`config.mk`:
```
export PLATFORM = sky130hd
export DESIGN_NAME = adpll_lock_seq
export DESIGN_NICKNAME = d
export VERILOG_FILES = /design/src/rtl/adpll_lock_seq.sv
export SDC_FILE = /design/constraint.sdc
export NUM_CORES = 1
export LEC_CHECK = 0
export CAP_MARGIN = 20
export CORE_ASPECT_RATIO = 1.2
export CORE_MARGIN = 3
export CORE_UTILIZATION = 35
export DETAILED_ROUTE_END_ITERATION = 6
export DONT_BUFFER_PORTS = 1
export SLEW_MARGIN = 25
export SYNTH_ARGS = -nofsm -noshare
export SYNTH_HDL_FRONTEND = slang
export SYNTH_SLANG_ARGS = --single-unit
```
`constraint.sdc`:
```
create_clock -name clk -period 9.74 [get_ports clk]
set_clock_uncertainty 0.15 [all_clocks]
set_input_delay 1.948 -clock clk [delete_from_list [all_inputs] [get_ports clk]]
set_output_delay 1.948 -clock clk [all_outputs]
set_load 0.02 [all_outputs]
```
`src/rtl/adpll_lock_seq.sv`:
```
// ---------------------------------------------------------------------------
// adpll_lock_seq
//
// Power-up and lock sequencer for the ADPLL. It releases the DCO/TDC power
// downs, steps the loop filter through the PVT -> ACQ -> TRK tuning modes and
// qualifies each step with a phase-error quality check. channel_lock is
// asserted once tracking has settled. A mode that does not settle within
// MAX_CYC cycles parks the sequencer in FAIL with a sticky timeout_err.
//
// Optional feature (compile-time macro ADPLL_RELOCK_EN):
//   defined   - in LOCK, 4 consecutive valid samples with |phase_err| above
//               UNLOCK_TH drop channel_lock and restart from ACQ.
//   undefined - LOCK is sticky and phase_err is ignored there.
//
// Ports
//   clk          in   1     loop reference clock
//   rst          in   1     synchronous reset, active-high
//   en           in   1     ADPLL enable; low aborts to IDLE
//   phase_err    in   PE_W  signed phase error from the loop datapath
//   phase_valid  in   1     phase_err qualifier
//   dco_pd       out  1     DCO power-down
//   tdc_pd       out  1     TDC power-down
//   tdc_pd_inj   out  1     TDC injection power-down
//   mode         out  2     0=PVT 1=ACQ 2=TRK (DCO bank / filter gains)
//   filt_rst     out  1     loop-filter / bank-accumulator clear
//   channel_lock out  1     loop locked
//   timeout_err  out  1     sticky, set on mode timeout
//   state        out  3     FSM state, for debug
// ---------------------------------------------------------------------------
module adpll_lock_seq #(
    parameter int PE_W       = 12,
    parameter int PWR_WAIT   = 16,
    parameter int SETTLE_CNT = 8,
    parameter int LOCK_CNT   = 32,
    parameter int MAX_CYC    = 1024,
    parameter int TH_PVT     = 256,
    parameter int TH_ACQ     = 32,
    parameter int TH_TRK     = 4,
    parameter int UNLOCK_TH  = 64
) (
    input  logic                   clk,
    input  logic                   rst,
    input  logic                   en,
    input  logic signed [PE_W-1:0] phase_err,
    input  logic                   phase_valid,
    output logic                   dco_pd,
    output logic                   tdc_pd,
    output logic                   tdc_pd_inj,
    output logic [1:0]             mode,
    output logic                   filt_rst,
    output logic                   channel_lock,
    output logic                   timeout_err,
    output logic [2:0]             state
);

    localparam logic [2:0] S_IDLE  = 3'd0;
    localparam logic [2:0] S_PWRUP = 3'd1;
    localparam logic [2:0] S_PVT   = 3'd2;
    localparam logic [2:0] S_ACQ   = 3'd3;
    localparam logic [2:0] S_TRK   = 3'd4;
    localparam logic [2:0] S_LOCK  = 3'd5;
    localparam logic [2:0] S_FAIL  = 3'd6;

    // One cycle counter serves both the power-up wait and the mode timeout.
    localparam int CYC_MAX  = (MAX_CYC > PWR_WAIT) ? MAX_CYC : PWR_WAIT;
    localparam int CYC_W    = $clog2(CYC_MAX + 1);
    localparam int GOOD_MAX = (LOCK_CNT > SETTLE_CNT) ? LOCK_CNT : SETTLE_CNT;
    localparam int GOOD_W   = $clog2(GOOD_MAX + 1);
    localparam int ABS_W    = PE_W - 1;

    localparam logic [CYC_W-1:0]  PWR_WAIT_C = CYC_W'(PWR_WAIT);
    localparam logic [CYC_W-1:0]  MAX_CYC_C  = CYC_W'(MAX_CYC);
    localparam logic [GOOD_W-1:0] SETTLE_C   = GOOD_W'(SETTLE_CNT);
    localparam logic [GOOD_W-1:0] LOCK_C     = GOOD_W'(LOCK_CNT);
    localparam logic [ABS_W-1:0]  TH_PVT_C   = ABS_W'(TH_PVT);
    localparam logic [ABS_W-1:0]  TH_ACQ_C   = ABS_W'(TH_ACQ);
    localparam logic [ABS_W-1:0]  TH_TRK_C   = ABS_W'(TH_TRK);
    localparam logic [ABS_W-1:0]  UNLOCK_C   = ABS_W'(UNLOCK_TH);
    localparam logic [2:0]        RUN_C      = 3'd4;

`ifdef ADPLL_RELOCK_EN
    localparam bit RELOCK_EN = 1'b1;
`else
    localparam bit RELOCK_EN = 1'b0;
`endif

    logic [2:0]        state_q, state_d;
    logic [CYC_W-1:0]  cyc_cnt_q, cyc_cnt_d;
    logic [GOOD_W-1:0] good_cnt_q, good_cnt_d;
    logic [2:0]        bad_run_q, bad_run_d;
    logic              dco_pd_q, dco_pd_d;
    logic              tdc_pd_q, tdc_pd_d;
    logic              tdc_pd_inj_q, tdc_pd_inj_d;
    logic [1:0]        mode_q, mode_d;
    logic              filt_rst_q, filt_rst_d;
    logic              channel_lock_q, channel_lock_d;
    logic              timeout_err_q, timeout_err_d;

    logic [ABS_W-1:0]  abs_err;
    logic [ABS_W-1:0]  th_sel;
    logic [GOOD_W-1:0] good_tgt;
    logic [2:0]        mode_next;
    logic [GOOD_W-1:0] good_nxt;
    logic [CYC_W-1:0]  cyc_inc;

    // |phase_err| on PE_W-1 bits: the two's complement of the low bits gives
    // the magnitude of any negative value except the most negative one,
    // whose low bits are all zero and which saturates to the largest code.
    always_comb begin
        if (!phase_err[PE_W-1]) begin
            abs_err = phase_err[ABS_W-1:0];
        end else if (phase_err[ABS_W-1:0] == '0) begin
            abs_err = '1;
        end else begin
            abs_err = ~phase_err[ABS_W-1:0] + ABS_W'(1);
        end
    end

    // Per-mode quality threshold, settle target and successor state.
    always_comb begin
        // NOTE: every combinational output gets a default before the case so
        // no path leaves it unassigned, which would infer a latch.
        th_sel    = TH_PVT_C;
        good_tgt  = SETTLE_C;
        mode_next = S_ACQ;
        case (state_q)
            S_ACQ: begin
                th_sel    = TH_ACQ_C;
                mode_next = S_TRK;
            end
            S_TRK: begin
                th_sel    = TH_TRK_C;
                good_tgt  = LOCK_C;
                mode_next = S_LOCK;
            end
            default: ;
        endcase
    end

    // Good-sample count including this cycle's sample; invalid cycles hold.
    always_comb begin
        if (!phase_valid) begin
            good_nxt = good_cnt_q;
        end else if (abs_err <= th_sel) begin
            good_nxt = good_cnt_q + GOOD_W'(1);
        end else begin
            good_nxt = '0;
        end
    end

    assign cyc_inc = cyc_cnt_q + CYC_W'(1);

    // Next state and counters.
    always_comb begin
        state_d       = state_q;
        cyc_cnt_d     = cyc_cnt_q;
        good_cnt_d    = good_cnt_q;
        bad_run_d     = bad_run_q;
        timeout_err_d = timeout_err_q;

        if (!en) begin
            // timeout_err is intentionally retained across an abort.
            state_d    = S_IDLE;
            cyc_cnt_d  = '0;
            good_cnt_d = '0;
            bad_run_d  = '0;
        end else begin
            case (state_q)
                S_IDLE: begin
                    state_d       = S_PWRUP;
                    timeout_err_d = 1'b0;
                    cyc_cnt_d     = '0;
                end
                S_PWRUP: begin
                    if (cyc_inc == PWR_WAIT_C) begin
                        state_d    = S_PVT;
                        cyc_cnt_d  = '0;
                        good_cnt_d = '0;
                    end else begin
                        cyc_cnt_d = cyc_inc;
                    end
                end
                S_PVT, S_ACQ, S_TRK: begin
                    // Settle is tested first so it wins over a coincident
                    // timeout.
                    if (good_nxt == good_tgt) begin
                        state_d    = mode_next;
                        cyc_cnt_d  = '0;
                        good_cnt_d = '0;
                        bad_run_d  = '0;
                    end else if (cyc_inc == MAX_CYC_C) begin
                        state_d       = S_FAIL;
                        timeout_err_d = 1'b1;
                        cyc_cnt_d     = '0;
                        good_cnt_d    = '0;
                    end else begin
                        cyc_cnt_d  = cyc_inc;
                        good_cnt_d = good_nxt;
                    end
                end
                S_LOCK: begin
                    if (RELOCK_EN && phase_valid) begin
                        if (abs_err > UNLOCK_C) begin
                            if (bad_run_q + 3'd1 == RUN_C) begin
                                state_d    = S_ACQ;
                                cyc_cnt_d  = '0;
                                good_cnt_d = '0;
                                bad_run_d  = '0;
                            end else begin
                                bad_run_d = bad_run_q + 3'd1;
                            end
                        end else begin
                            bad_run_d = '0;
                        end
                    end
                end
                S_FAIL: ;
                default: state_d = S_IDLE;
            endcase
        end
    end

    // Registered outputs are decoded from the state being entered, so they
    // line up with the debug state output.
    always_comb begin
        dco_pd_d       = 1'b1;
        tdc_pd_d       = 1'b1;
        tdc_pd_inj_d   = 1'b1;
        mode_d         = 2'd0;
        filt_rst_d     = 1'b1;
        channel_lock_d = 1'b0;
        case (state_d)
            S_PWRUP: begin
                dco_pd_d = 1'b0;
                tdc_pd_d = 1'b0;
            end
            S_PVT, S_ACQ, S_TRK: begin
                dco_pd_d     = 1'b0;
                tdc_pd_d     = 1'b0;
                tdc_pd_inj_d = (state_d != S_TRK);
                mode_d       = (state_d == S_PVT) ? 2'd0 :
                               (state_d == S_ACQ) ? 2'd1 : 2'd2;
                // Filter clear only on the first cycle of a tuning mode.
                filt_rst_d   = (state_q != state_d);
            end
            S_LOCK: begin
                dco_pd_d       = 1'b0;
                tdc_pd_d       = 1'b0;
                tdc_pd_inj_d   = 1'b0;
                mode_d         = 2'd2;
                filt_rst_d     = 1'b0;
                channel_lock_d = 1'b1;
            end
            default: ; // IDLE and FAIL keep the power-down defaults
        endcase
    end

    always_ff @(posedge clk) begin
        // NOTE: sequential state uses non-blocking assignments so every flop
        // samples the pre-edge values regardless of statement order.
        if (rst) begin
            state_q        <= S_IDLE;
            cyc_cnt_q      <= '0;
            good_cnt_q     <= '0;
            bad_run_q      <= '0;
            dco_pd_q       <= 1'b1;
            tdc_pd_q       <= 1'b1;
            tdc_pd_inj_q   <= 1'b1;
            mode_q         <= 2'd0;
            filt_rst_q     <= 1'b1;
            channel_lock_q <= 1'b0;
            timeout_err_q  <= 1'b0;
        end else begin
            state_q        <= state_d;
            cyc_cnt_q      <= cyc_cnt_d;
            good_cnt_q     <= good_cnt_d;
            bad_run_q      <= bad_run_d;
            dco_pd_q       <= dco_pd_d;
            tdc_pd_q       <= tdc_pd_d;
            tdc_pd_inj_q   <= tdc_pd_inj_d;
            mode_q         <= mode_d;
            filt_rst_q     <= filt_rst_d;
            channel_lock_q <= channel_lock_d;
            timeout_err_q  <= timeout_err_d;
        end
    end

    assign state        = state_q;
    assign dco_pd       = dco_pd_q;
    assign tdc_pd       = tdc_pd_q;
    assign tdc_pd_inj   = tdc_pd_inj_q;
    assign mode         = mode_q;
    assign filt_rst     = filt_rst_q;
    assign channel_lock = channel_lock_q;
    assign timeout_err  = timeout_err_q;

endmodule

```
==> results summary <==
The number of warnings issued by yosys is 0. The clock share of power is approximately a third. Using the TritonRoute via totals, the vias-per-cell ratio works out to 5.804. The detailed-route DRC error count is 0. The count of buffers from port buffering is 0. The total detailed-routing wirelength came out at 5071 um. The global-route wire length before repair is between 9000 and 10,000 um. After technology mapping, the gate count stands at around 270. In the final layout, the multi-input gates occupy about 0.0014 mm^2. The initial antenna violation count is 0. The final-report max-slew violation count is 0.

The detail route stage leaves a number of antenna-violating nets equal to 0. The floorplan has 30 rows. Summed over all failing endpoints, the final setup total negative slack is 0 ps.

The clock network latency to the later pin of the worst-skew pair came out at 270 ps. The clock net in this run drives a total of 27 sinks. The time the final worst path needs with I/O delays and setup is 5352 ps.

The required time at the worst-slack endpoint came out at 9720 ps. Sequential cells burn 56.9% of the power. Global routing consumed, over all layers together, 15.30% of the routing resources.

The final global-route overflow total is 0. The die span in y came out at 90.74 um. Setup violations remaining at the end of the flow were counted as 0. The arrival time of data at the critical path endpoint is 5330 ps. Combinational logic is responsible for 10.5% of the overall power.

The worst setup path is captured at a flop. The count of pins on the block boundary came out at 27. The number of synthesized flops with an enable pin is 0. The initial core utilization is between 30% and 40%. The number of register bits inferred by synthesis is 27. The dominant register cell in the synthesized netlist is sky130_fd_sc_hd__dfxtp_1. The peak ir drop on the vdd network is slightly below 40 uV. The CTS H-tree depth is 1.

The register cell area after layout came out at 540.5 um^2. The via count is 2,014. The share of synthesized flip-flops with an asynchronous set or reset came out at 0%. The total CTS buffers is 3. The max-capacitance violation count is 0. Synthesis produced a netlist with a net count of 296. The hold violation count in the final report came out at 0.

The layout has 606 filler cells. The slew at the pin closest to its max-slew limit came out at 846.7 ps. The fraction of layout cells with a size suffix above 1 came out at 7.116%. The first detailed-routing pass took 4 iterations. The average wire per standard cell is 14.61 um. Buffers added to address setup during post-CTS repair amount to 0. The flow ran to the end, and the final reports show no timing, DRC or antenna violations.

The switching power of the nets is 0.04993 mW. OpenSTA, run right after detailed placement, puts the worst setup slack at 4119 ps. The clock slew at the register clock pins of the worst setup and hold paths is approximately 90 ps.

In this run, post-CTS hold repair placed 0 buffers. Clock tree synthesis selected as its root buffer the cell sky130_fd_sc_hd__clkbuf_8. The portion of the post-synthesis area used by sequential elements is around a quarter. The net count reported at finish came out at 290.

The min-delay analysis places its worst path in the category reg2reg. The commonest non-fill, non-tap cell in the layout is sky130_fd_sc_hd__nand2_1. The count of cell types in the netlist came out at 58.

The weighted congestion at the end of routability-driven global placement came out at between 0.8 and 0.9. The top fanout value on the critical path came out at 12. The top cell types in the final layout, fill and taps aside, are 32 x sky130_fd_sc_hd__nand2_1, 27 x sky130_fd_sc_hd__dfxtp_1, 25 x sky130_fd_sc_hd__a21oi_1, 23 x sky130_fd_sc_hd__nor2_1, 14 x sky130_fd_sc_hd__inv_1.

The sum of internal, switching and leakage power is 0.1995 mW. The static leakage is 0.6981 nW. From left edge to right edge, the die measures 76.62 um. The largest net degree at the start of global routing is 20. The worst setup path is of the in2reg kind. The growth of design area from synthesis to finish is 4.301%. The startpoint type of the worst setup path is an input pin. The total area inside the core boundary comes to 0.005743 mm^2. The switching share of power is 25.03%.

The worst-case clock buffer depth is 2. The mean post-synth cell area came out at 7.644 um^2. The number of gates given a new drive strength after cts came out at 0. The CTS tree is yes. The smallest setup slack after layout is between 4000 and 5000 ps. The cell area after technology mapping is 0.002095 mm^2.

Setup repair after global routing left no endpoint under its margin. The number of global-route vias before repair is 1,939. The top achievable clock speed came out at 186.8 MHz. Of the available clock period, the critical path in the final layout requires 54.95%.

Detailed placement ended at an HPWL of 3857 um. The power density over cell area came out at just over 90 mW/mm^2. The relative slew slack is 43.55%. The starting DRC count in detailed routing came out at 90. The floorplan die area came out at roughly 0.007 mm^2.

The internal power is 0.1496 mW. The number of diodes added for antenna fixing is 0.
-- flip-flops by register name, indices dropped and copies added, names as in the netlist --
register and flops:
good_cnt_q 6, channel_lock 1, tdc_pd 1, state 3, cyc_cnt_q 11, timeout_err 1, filt_rst 1, tdc_pd_inj 1
mode 2
-- final cells by class --
type	count	share of cell area (%)
sequential	27	24.74
inverter	14	2.405
multi-input combinational	222	66.21
tap	80	4.582
clock buffer	4	2.062
-- synthesized netlist by cell type, drive strengths merged, types with 2 or more instances --
cell	instances	area [um^2]
nor3	10	70.07
a22oi	5	42.54
a41oi	3	26.28
xnor2	3	26.28
or3	8	50.05
nand3	6	35.03
inv	14	52.55
nor2	24	97.59
xor2	6	52.55
and2	4	25.02
o211ai	3	22.52
nand4	7	43.79
a21o	2	15.01
a211oi	3	22.52
o21ai	17	107.6
a311oi	6	52.55
dfxtp	27	540.5
nor2b	2	12.51
o21bai	4	30.03
buf	4	28.78
clkbuf	7	26.28
nand2b	4	25.02
o311ai	2	17.52
a31oi	3	18.77
o31ai	5	37.54
ha	6	75.07
o21a	3	30.02
a32oi	3	26.28
o311a	3	30.03
nand3b	3	22.52
a21oi	25	125.1
nor4	3	18.77
nand2	32	120.1
a2111oi	3	38.79
o2111ai	3	26.28
-- worst max-delay path, stage by stage --
cell and delay, ps:
sky130_fd_sc_hd__inv_1 40, sky130_fd_sc_hd__ha_1 170, sky130_fd_sc_hd__nor2b_1 300, sky130_fd_sc_hd__nand3_2 160
sky130_fd_sc_hd__nor4_1 300, sky130_fd_sc_hd__o21a_1 150, sky130_fd_sc_hd__o21ai_0 80, sky130_fd_sc_hd__ha_1 280
sky130_fd_sc_hd__nand2b_1 70, sky130_fd_sc_hd__o21bai_1 140, sky130_fd_sc_hd__a41oi_1 120, sky130_fd_sc_hd__or4_4 590
sky130_fd_sc_hd__o21a_4 250, sky130_fd_sc_hd__o21ai_4 210, sky130_fd_sc_hd__o21ai_2 190, sky130_fd_sc_hd__a41oi_1 270
sky130_fd_sc_hd__a311oi_1 70
-- metal layers --
layer  vias to the layer above  GRT usage (%)  routed length [um]
li1                       1027              -                   -
met1                       946          18.63                2314
met2                        34          26.69                2480
met3                         7          2.794                 184
met4                         0          5.438                  91
met5                         -              0                   0
-- path summary, 6_finish.rpt --
check / depth (start not counted) / slack, ps / start / endpoint
min reg2reg: 2 / 380 / good_cnt_q[0] / good_cnt_q[0]
min: 2 / 380 / good_cnt_q[0] / good_cnt_q[0]
max reg2reg: 13 / 5850 / state[2] / cyc_cnt_q[4]
max: 17 / 4390 / phase_err[0] / cyc_cnt_q[4]
-- power groups by stage --
stage | logic, mW | clock network [mW] | registers [mW]
6_report | 0.0209 | 0.0650 | 0.114
5_1_grt | 0.0239 | 0.0717 | 0.114
4_1_cts | 0.0210 | 0.0690 | 0.114
3_5_place_dp | 0.0208 | 0 | 0.116
3_3_place_gp | 0.0209 | 0 | 0.116
2_1_floorplan | 0.0198 | 0 | 0.115
-- stage by stage --
| step | hold WS (ps) | cells | area (um^2) | utilization, % |
|---|---|---|---|---|
| 6_report | 380.1 | 347 | 2185 | 38.04 |
| 5_1_grt | 430.2 | 347 | 2185 | 38.04 |
| 4_1_cts | 386.6 | 347 | 2185 | 38.04 |
| 3_5_place_dp | 370.5 | 343 | 2140 | 37.25 |
| 3_3_place_gp | 370.6 | 343 | 2140 | 37.25 |
| 2_1_floorplan | 337.2 | 274 | 2095 | - |
-- cell families after synthesis --
| kind of cell | after synthesis | synth area share (%) |
|---|---|---|
| buffers and inverters | 25 | 5.138 |
| flip-flops | 27 | 25.81 |
| XOR/XNOR | 9 | 3.764 |
| AO/OA/AOI/OAI | 99 | 34.53 |
| adder cells (fa/ha/maj) | 6 | 3.584 |
| multiplexers | 2 | 1.016 |
| AND/OR/NAND/NOR | 106 | 26.16 |
(Power assumes the default switching activity.)
